==> config.mk <==
export PLATFORM = sky130hd
export DESIGN_NAME = miriscv_apb_gpio
export DESIGN_NICKNAME = d
export VERILOG_FILES = /design/src/rtl/miriscv_apb_gpio.sv
export SDC_FILE = /design/constraint.sdc
export NUM_CORES = 1
export LEC_CHECK = 0
export CAP_MARGIN = 20
export CORE_ASPECT_RATIO = 1.25
export CORE_MARGIN = 2
export CORE_UTILIZATION = 49
export DETAILED_ROUTE_END_ITERATION = 10
export GPL_ROUTABILITY_DRIVEN = 0
export GPL_TIMING_DRIVEN = 0
export PLACE_DENSITY = 0.85
export SLEW_MARGIN = 5
export SYNTH_ARGS = -nofsm -noshare
export SYNTH_HDL_FRONTEND = slang
export SYNTH_SLANG_ARGS = --single-unit
==> constraint.sdc <==
create_clock -name clk_i -period 8.3 [get_ports clk_i]
set_input_delay 1.66 -clock clk_i [delete_from_list [all_inputs] [get_ports clk_i]]
set_output_delay 1.66 -clock clk_i [all_outputs]
set_load 0.02 [all_outputs]
==> src/rtl/miriscv_apb_gpio.sv <==
// rtl/miriscv_apb_gpio.sv - APB GPIO block with pin synchronizer and optional edge interrupts
//
// Purpose: APB register interface for up to 32 GPIO pins. It provides output value
//   and direction registers, set/clear aliases for OUT, and a 2-flop synchronized
//   view of the input pins.
// Optional feature: defining MIRISCV_APB_GPIO_IRQ_EN adds rising/falling edge
//   detection, the IRQ_EN/RISE/FALL/PEND registers and a registered level interrupt.
//   Without it, offsets 0x00C-0x018 are unmapped and irq_o is tied low.
// Ports:
//   clk_i, arstn_i        clock, asynchronous active-low reset
//   psel_i .. pslverr_o   APB responder (zero wait states, pready_o always 1)
//   gpio_i                asynchronous pin inputs
//   gpio_o, gpio_oe_o     output values and output enables (1 = drive)
//   irq_o                 level interrupt, |(PEND & IRQ_EN) registered
module miriscv_apb_gpio #(
  parameter int GPIO_W = 32
) (
  input  logic              clk_i,
  input  logic              arstn_i,
  input  logic              psel_i,
  input  logic              penable_i,
  input  logic              pwrite_i,
  input  logic [11:0]       paddr_i,
  input  logic [31:0]       pwdata_i,
  output logic [31:0]       prdata_o,
  output logic              pready_o,
  output logic              pslverr_o,
  input  logic [GPIO_W-1:0] gpio_i,
  output logic [GPIO_W-1:0] gpio_o,
  output logic [GPIO_W-1:0] gpio_oe_o,
  output logic              irq_o
);

  // Word indices of paddr_i[11:2]
  localparam logic [9:0] REG_IN     = 10'd0;
  localparam logic [9:0] REG_OUT    = 10'd1;
  localparam logic [9:0] REG_DIR    = 10'd2;
  localparam logic [9:0] REG_IRQ_EN = 10'd3;
  localparam logic [9:0] REG_RISE   = 10'd4;
  localparam logic [9:0] REG_FALL   = 10'd5;
  localparam logic [9:0] REG_PEND   = 10'd6;
  localparam logic [9:0] REG_SET    = 10'd7;
  localparam logic [9:0] REG_CLR    = 10'd8;

  logic [9:0]        word;
  logic              access;
  logic              addr_err;
  logic              wr_en;
  logic [31:0]       rdata;
  logic [GPIO_W-1:0] wdata;

  logic [GPIO_W-1:0] sync1_q;
  logic [GPIO_W-1:0] sync2_q;
  logic [GPIO_W-1:0] out_q, out_d;
  logic [GPIO_W-1:0] dir_q, dir_d;

`ifdef MIRISCV_APB_GPIO_IRQ_EN
  logic [GPIO_W-1:0] prev_q;
  logic [GPIO_W-1:0] irq_en_q, irq_en_d;
  logic [GPIO_W-1:0] rise_q, rise_d;
  logic [GPIO_W-1:0] fall_q, fall_d;
  logic [GPIO_W-1:0] pend_q, pend_d;
  logic [GPIO_W-1:0] edge_hit;
  logic              irq_q;
`endif

  // Byte-lane bits of the address are ignored by the word decode
  logic unused_bits;
  assign unused_bits = ^{paddr_i[1:0], pwdata_i};

  assign word   = paddr_i[11:2];
  assign access = psel_i & penable_i;
  assign wdata  = pwdata_i[GPIO_W-1:0];

  // Address decode and read mux; an error also forces the read data to 0
  always_comb begin
    rdata    = '0;
    addr_err = 1'b0;
    case (word)
      REG_IN: begin
        rdata    = 32'(sync2_q);
        addr_err = pwrite_i;
      end
      REG_OUT: rdata = 32'(out_q);
      REG_DIR: rdata = 32'(dir_q);
`ifdef MIRISCV_APB_GPIO_IRQ_EN
      REG_IRQ_EN: rdata = 32'(irq_en_q);
      REG_RISE:   rdata = 32'(rise_q);
      REG_FALL:   rdata = 32'(fall_q);
      REG_PEND:   rdata = 32'(pend_q);
`endif
      REG_SET, REG_CLR: rdata = '0;
      default: addr_err = 1'b1;
    endcase
  end

  assign prdata_o  = (psel_i && !addr_err) ? rdata : '0;
  assign pready_o  = 1'b1;
  // Gated by reset so a bus access during reset never reports an error
  assign pslverr_o = access & addr_err & arstn_i;
  assign wr_en     = access & pwrite_i & ~addr_err;

  always_comb begin
    out_d = out_q;
    dir_d = dir_q;
    if (wr_en) begin
      case (word)
        REG_OUT: out_d = wdata;
        REG_DIR: dir_d = wdata;
        REG_SET: out_d = out_q | wdata;
        REG_CLR: out_d = out_q & ~wdata;
        default: ;
      endcase
    end
  end

`ifdef MIRISCV_APB_GPIO_IRQ_EN
  // prev_q lags the synchronized value by one cycle; pins are watched
  // regardless of DIR so driven outputs loop back into edge detection
  assign edge_hit = (sync2_q & ~prev_q & rise_q) | (~sync2_q & prev_q & fall_q);

  always_comb begin
    irq_en_d = irq_en_q;
    rise_d   = rise_q;
    fall_d   = fall_q;
    pend_d   = pend_q;
    if (wr_en) begin
      case (word)
        REG_IRQ_EN: irq_en_d = wdata;
        REG_RISE:   rise_d   = wdata;
        REG_FALL:   fall_d   = wdata;
        REG_PEND:   pend_d   = pend_q & ~wdata;
        default: ;
      endcase
    end
    // Applied after the W1C so a same-cycle edge keeps its pending bit
    pend_d = pend_d | edge_hit;
  end
`endif

  always_ff @(posedge clk_i or negedge arstn_i) begin
    if (!arstn_i) begin
      sync1_q <= '0;
      sync2_q <= '0;
      out_q   <= '0;
      dir_q   <= '0;
    end else begin
      sync1_q <= gpio_i;
      sync2_q <= sync1_q;
      out_q   <= out_d;
      dir_q   <= dir_d;
    end
  end

`ifdef MIRISCV_APB_GPIO_IRQ_EN
  always_ff @(posedge clk_i or negedge arstn_i) begin
    if (!arstn_i) begin
      prev_q   <= '0;
      irq_en_q <= '0;
      rise_q   <= '0;
      fall_q   <= '0;
      pend_q   <= '0;
      irq_q    <= 1'b0;
    end else begin
      prev_q   <= sync2_q;
      irq_en_q <= irq_en_d;
      rise_q   <= rise_d;
      fall_q   <= fall_d;
      pend_q   <= pend_d;
      irq_q    <= |(pend_q & irq_en_q);
    end
  end

  assign irq_o = irq_q;
`else
  assign irq_o = 1'b0;
`endif

  assign gpio_o    = out_q;
  assign gpio_oe_o = dir_q;

endmodule

=== Word level (Yosys, flattened, before mapping) ===
Cells that the tools add are included.

* Memory bits (read-only): 0
* Bits in latches: 0
* Logic and storage cells: 28
* Register bits after elaboration: 128
* RAM bits: 0
* Memories: 0

* Muxes and demuxes: 4
* Shift-type cells: 0
* Order comparisons: 0
* Div/mod/pow operators: 0
* Add/subtract/negate cells: 0
* $mul: 0
* Eq/ne operators: 4
* Bitwise gates (word level): 9
* Reductions and logical operators: 7

{| class="wikitable"
|+ Operators by type and width
! cell !! number
|-
| one-hot mux 32 bit (3 select lines) || 2
|-
| bitwise AND 32 bit || 1
|-
| 2-to-1 mux 32 bit || 1
|-
| inverter 32 bit || 1
|-
| bitwise OR 32 bit || 1
|-
| == test 10 x 1 -> 1 bit (second input constant) || 1
|-
| == test 10 x 2 -> 1 bit (second input constant) || 1
|-
| == test 10 x 3 -> 1 bit (second input constant) || 1
|-
| == test 10 x 4 -> 1 bit (second input constant) || 1
|-
| zero test 10 bit || 1
|-
| bitwise AND 1 bit || 5
|-
| AND reduction 2 bit || 2
|-
| OR reduction 4 bit || 1
|-
| nonzero test 3 bit || 1
|-
| one-hot mux 1 bit (2 select lines) || 1
|-
| logical AND 1 bit || 1
|-
| zero test 1 bit || 1
|-
| inverter 1 bit || 1
|}

=== Longest topological paths before layout ===
Gate-level depths: netlist (run 1).

* Depth after elaboration: 6
* Depth in mapped cells: 8

=== Worst setup path after synthesis (run 1) ===
Ideal clock, no wire load.

* Path type: input-to-output
* Start point: input paddr_i[7]
* End point: output prdata_o[10]
* Path slack: 3011 ps
* Arrival time: 3629 ps
* Required time: 6640 ps
* Cell stages on the path: 6
* Cells stage by stage: or4_4 or3_4 or4_1 buf_2 buf_6 nor2_1

* Longest elaborated chain between the ends: 6
* Elaborated cells on any way between the ends: 11
* Classes of those cells: 4 x eq/ne; 3 x mux; 4 x reduce/logical

{| class="wikitable"
|+ RTL lines
! what !! line !! text
|-
| start: declaration || 23 || <nowiki>input logic [11:0] paddr_i,</nowiki>
|-
| == test 10 x 2 -> 1 bit (tied with other cells) || 79 || <nowiki>case (word)</nowiki>
|-
| OR reduction 4 bit (no line) || n/a ||
|-
| one-hot mux 1 bit (2 select lines) || 79 ||
|-
| zero test 1 bit || 97 || <nowiki>assign prdata_o = (psel_i && !addr_err) ? rdata : '0;</nowiki>
|-
| logical AND 1 bit || 97 ||
|-
| 2-to-1 mux 32 bit * || 97 ||
|-
| end: declaration || 25 || <nowiki>output logic [31:0] prdata_o,</nowiki>
|}

Every way passes the cells marked *; elsewhere a longest branch is shown, timed or not.

=== Worst setup path in the final report (run 1) ===
* Start point: input paddr_i[7]
* End point: output prdata_o[20]

The elaborated chain is that of the path after synthesis.

==> metrics, run 1 <==
post-synthesis cell type count 38; Final Max Slew Viols 0; DR iter-0 viols 304; Max-slew headroom 0.416; Antenna Cells 0; Residual DRC 0; synthesized-area fraction occupied by adder cells 0; CTS tree done; number of global-route vias before repair approximately 4600; Setup crit start kind primary input; filler instances approximately 660; Port Buffer Count 173; RSZ-0062 raised after global routing false; top-area cell type share of the netlist area 0.605; Non-Filler Instances 817; DIE AREA roughly 12000 µm²; DP HPWL between 10 and 15 mm; Max Cap Violations 0; CP max FO 10; Pwr Density 199 nW/µm²; H-tree depth 4; CP required 6.64 ns; post-synthesis mux area share 0.128; VDD IR-drop max roughly 0.00018 V; most common cell in the synthesized netlist dfrtp_1; layout cells sized above 1 0.115; die width 97 µm; clock sinks between 100 and 150; clock power share 0.505; worst-margin pin slew 0.876 ns; sequential area share after synthesis 0.605; Pwr Total 1.57 mW; Setup CP Type primary input to output pin; Post-synth top flop dfrtp_1; Clock Path Buffers 2; Tmin final 6.28 ns; Critical Path AT between 4 and 5 ns; CTS Buf Count 17; clk_lat worst skew around 0.42 ns; switch share 0.220; Syn Inst Count 479; syn nets between 500 and 600; internal power 1.22 mW; initial antenna violation count 0; Synth Warn # 0; Fmax 159 MHz; period utilization 0.756; final worst slack 2.02 ns; I/O pin total 180; clock skew 0.00848 ns; DP Area between 7000 and 8000 µm²; Yosys reg bits 128; Pleak 3.50 nW; crit end category output pin; wire per inst ~19 µm; Root Driver clkbuf_16; most common library cells after synthesis 128 x dfrtp_1, 97 x nor2_1, 33 x a21oi_1, 33 x inv_1; global-route wire length before repair between 20 and 25 mm; Post-CTS Hold Fix Bufs 0; # rows 42; drt via density 5.51; status finished clean; Vias 4500; sw power approximately 340 µW; dpl cells 785; post_cts resized 0; syn_area_per_cell 11.1 µm²; Post-synth EDFFs 0; combinational power share 0.078; CORE AREA 10600 µm²; Initial Utilization 0.502; Final Instance Area 7860 µm²; simple-gate portion of the synthesized area 0.0961; Fin. Hold Viols 0; register clock-pin slew on the reported worst setup and hold paths 0.05 ns; min-delay worst type register to register; Initial DRT Pass Iterations 7; total gr overflow 0; main combinational cell family by area after synthesis multiplexers; XOR/XNOR share of the synthesized area 0.00496; largest net degree at the start of global routing slightly above 100; ANT nets after route 0; # Post-CTS Setup Buffers 0; post-synthesis compound-gate area fraction 0.111; Worst Hold Depth 0; GRT Overall Usage 0.265; Detailed Route WL 15.4 mm; Setup Total Neg Slack 0 ns; Synth area leader dfrtp_1; r2r worst-path depth 4; synthesized area 5300 µm²; final setup fails 0; Area growth syn-to-layout 48.4%; pre-CTS WS 2.03 ns; layout net count approximately 750; Seq pwr share 0.416; ranking of synthesized cells by area dfrtp_1 60%, nor2_1 6.9%, mux2_2 6.4%; Die H 120 µm; share of synthesized flip-flops with an asynchronous set or reset 1.00
-- area by class of cell --
type | instances | area [µm²] | share of cell area
Multi-Input combinational cell | 286 | 1810 | 0.231
Timing Repair Buffer | 174 | 1760 | 0.224
Inverter | 33 | 124 | 0.0158
Buffer | 32 | 156 | 0.0199
Tap cell | 132 | 165 | 0.0210
Clock buffer | 19 | 453 | 0.0576
Sequential cell | 128 | 3200 | 0.407
Clock inverter | 13 | 185 | 0.0236
-- final timing paths --
| path | start | to | slack [ns] |
|---|---|---|---|
| worst min-delay path | sync1_q[0] | sync2_q[0] | 0.35 |
| worst max-delay path | paddr_i[7] | prdata_o[20] | 2.02 |
| min in group asynchronous | arstn_i | sync2_q[6] | 1.11 |
| max in group asynchronous | arstn_i | gpio_oe_o[17] | 6.40 |
| worst min register to register | sync1_q[0] | sync2_q[0] | 0.35 |
| worst max register to register | gpio_o[7] | gpio_o[7] | 7.28 |
-- power groups by stage --
stage	clock network (mW)	registers [mW]	logic, mW
floorplan	0	0.666	0.0409
global placement	0	0.663	0.116
detailed placement	0	0.663	0.121
CTS	0.801	0.653	0.123
global route	0.831	0.654	0.133
finish	0.792	0.653	0.123
-- worst max-delay path: stages --
cell             delay [ns]
clkdlybuf4s50_1        0.39
or4_4                  0.57
or3_4                  0.37
or4_1                  0.51
buf_2                  0.18
buf_6                  0.15
nor2_1                 0.15
clkdlybuf4s50_1        0.63
-- layer usage --
metal,share of wire,vias up,wire [µm],GRT usage
met5,0,-,0,0
met4,0.028,0,433,0.112
met3,0.062,31,955,0.0728
met2,0.53,192,8190,0.467
met1,0.38,2268,5790,0.305
li1,-,2009,-,-
-- cells by family (layout without fill, tap and decap cells) --
group | Yosys count | in the layout
compound gates | 100 | 100
xor+xnor | 3 | 3
buf+inv | 65 | 271
flops | 128 | 128
mux | 64 | 64
other cells | 2 | 2
simple gates | 117 | 117
-- placed cells by master (no fill, tap or decap), types with 2 or more instances in the layout --
cell	count
a21oi_1	33
a22oi_1	32
buf_2	5
buf_4	2
buf_6	4
bufinv_16	4
clkbuf_1	21
clkbuf_16	17
clkbuf_8	2
clkdlybuf4s50_1	172
clkinv_2	2
clkinvlp_4	5
conb_1	2
dfrtp_1	128
inv_1	33
mux2_1	2
mux2_2	30
mux2i_1	32
nand2_1	2
nand3_1	2
nor2_1	97
nor4_1	2
o21ai_0	29
o21ai_1	3
xnor2_1	2
-- per-stage QoR --
stage / hold slack, ns / utilization
6_report: 0.346 / 0.744
5_1_grt: 0.351 / 0.744
4_1_cts: 0.347 / 0.744
3_5_place_dp: 0.335 / 0.684
3_3_place_gp: 0.332 / 0.681
2_1_floorplan: 0.331 / -
-- sequential cells by signal (all words and copies together), names as in the netlist --
signal	cells
gpio_o	32
gpio_oe_o	32
sync1_q	32
sync2_q	32
No activity file was read; power rests on OpenSTA's default activity.
==> run 2, diff against run 1 <==
Settings changed: CORE_UTILIZATION 49 to 46, PLACE_DENSITY 0.85 to 0.81.
Clock period 8.3 ns to 6.01 ns, I/O delays scaled along.
==> run 2 against run 1 <==
Effect of this change:
- non-clock buffer count did not move
- clock-buffer cell count fell by 1
- final cell count rose by 0.37%
- critical path depth did not move
- first-iteration DRC count fell by 55%
- wire length fell by 5.2%
- global-route usage fell by 2.0 points
- flip-flop and latch count did not move
- largest power group unchanged
- highest routed layer unchanged
==> metrics, run 2 (synthesized netlist as in run 1, its figures left out) <==
die width 100 µm; Fin Hold WS 0.346 ns; GRT met2 Usage 0.434; Tmin final 5.35 ns; clock skew between 0.007 and 0.008 ns; Post-CTS Hold Fix Bufs 0; clk_lat worst skew approximately 0.40 ns; Port Buffer Count between 150 and 200; total gr overflow 0; worst-margin pin slew between 0.8 and 0.9 ns; most common cell after layout, fill and taps aside clkdlybuf4s50_1; min-delay worst type register to register; Area growth syn-to-layout 47.2%; period utilization 0.890; Max Cap Violations 0; Setup CP Type primary input to output pin; DIE AREA 12400 µm²; clock sinks approximately 130; commonest cells after routing, fill and taps aside 172 x clkdlybuf4s50_1, 128 x dfrtp_1, 97 x nor2_1; Detailed Route WL around 15 mm; initial antenna violation count 0; Reg area 3200 µm²; Die H 124 µm; Initial Utilization 0.473; global-route wire length before repair 22.9 mm; Critical Path AT 4.15 ns; GRT Overall Usage 0.245; multi-input logic area 1810 µm²; crit end category output pin; RSZ-0062 raised after global routing false; layout net count 753; largest net degree at the start of global routing between 70 and 80; Pwr Density 262 nW/µm²; DP HPWL 10.3 mm; GRT met1 Usage 0.277; DP Area 7230 µm²; # Post-CTS Setup Buffers 0; Pleak 3.47 nW; Fmax 187 MHz; Setup crit start kind primary input; Max-slew headroom 0.406; number of global-route vias before repair roughly 4500; Residual DRC 0; worst r2r src gpio_o[30]; CP startpoint paddr_i[7]; Top Usage Layer GRT met2; wire per inst 17.8 µm; CORE AREA 11200 µm²; H-tree depth 4; CP max FO 10; filler instances 784; Final Instance Area 7800 µm²; Clock Path Buffers 2; register clock-pin slew on the reported worst setup and hold paths ~0.060 ns; VDD IR-drop max 0.000184 V; dpl cells 788; Final Max Slew Viols 0; drt via density 5.28; post_cts resized 0; Fin. Hold Viols 0; DR iter-0 viols between 100 and 150; Antenna Cells 0; # rows 43; I/O pin total 180; Pwr Total 2.04 mW; ANT nets after route 0; met3 GRT Util 0.0707; hold_sp sync1_q[4]; final setup fails 0; CTS tree done; layout cells sized above 1 0.114; Setup Total Neg Slack 0 ns; status finished clean; Non-Filler Instances ~800; CP required just under 5 ns; Vias about 4300; Initial DRT Pass Iterations 5; CTS Buf Count 17; Root Driver clkbuf_16
[run 2: cell type report]
class / count / share of cell area
flip-flops and latches: 128 / 0.411
multi-input cells: 286 / 0.233
repair buffers: 174 / 0.226
clock buffers: 18 / 0.0550
well taps: 135 / 0.0217
plain buffers: 32 / 0.0201
clock inverters: 14 / 0.0183
inverters: 33 / 0.0159
[run 2: where the power goes]
group	leakage, nW	internal [mW]	switching (mW)
combinational	1.73	0.0839	0.0830
clock	0.264	0.607	0.366
sequential	1.48	0.890	0.0111
total	3.47	1.58	0.460
[run 2: final timing paths]
check,to,slack (ns),cells past startpoint
setup / recovery,prdata_o[20],0.66,8
hold / removal,sync2_q[4],0.35,0
setup reg to reg,gpio_o[30],5.04,4
hold reg to reg,sync2_q[4],0.35,0
max in group asynchronous,gpio_oe_o[16],4.54,2
min in group asynchronous,sync1_q[29],0.74,1
[run 2: per-stage QoR]
stage,utilization,worst slack [ns]
floorplan,-,1.64
global placement,0.643,-2.20
detailed placement,0.646,0.670
CTS,0.697,0.659
global route,0.697,0.534
finish,0.697,0.659
[run 2: routing by layer]
layer	share of wire	wire length, µm
met2	0.52	7600
met4	0.017	246
met1	0.39	5660
met5	0	0
met3	0.073	1070
[run 2: worst max-delay path, stage by stage]
cell,delay (ns)
clkdlybuf4s50_1,0.40
or4_4,0.57
or3_4,0.36
or4_1,0.50
buf_2,0.19
buf_6,0.16
nor2_1,0.12
clkdlybuf4s50_1,0.64
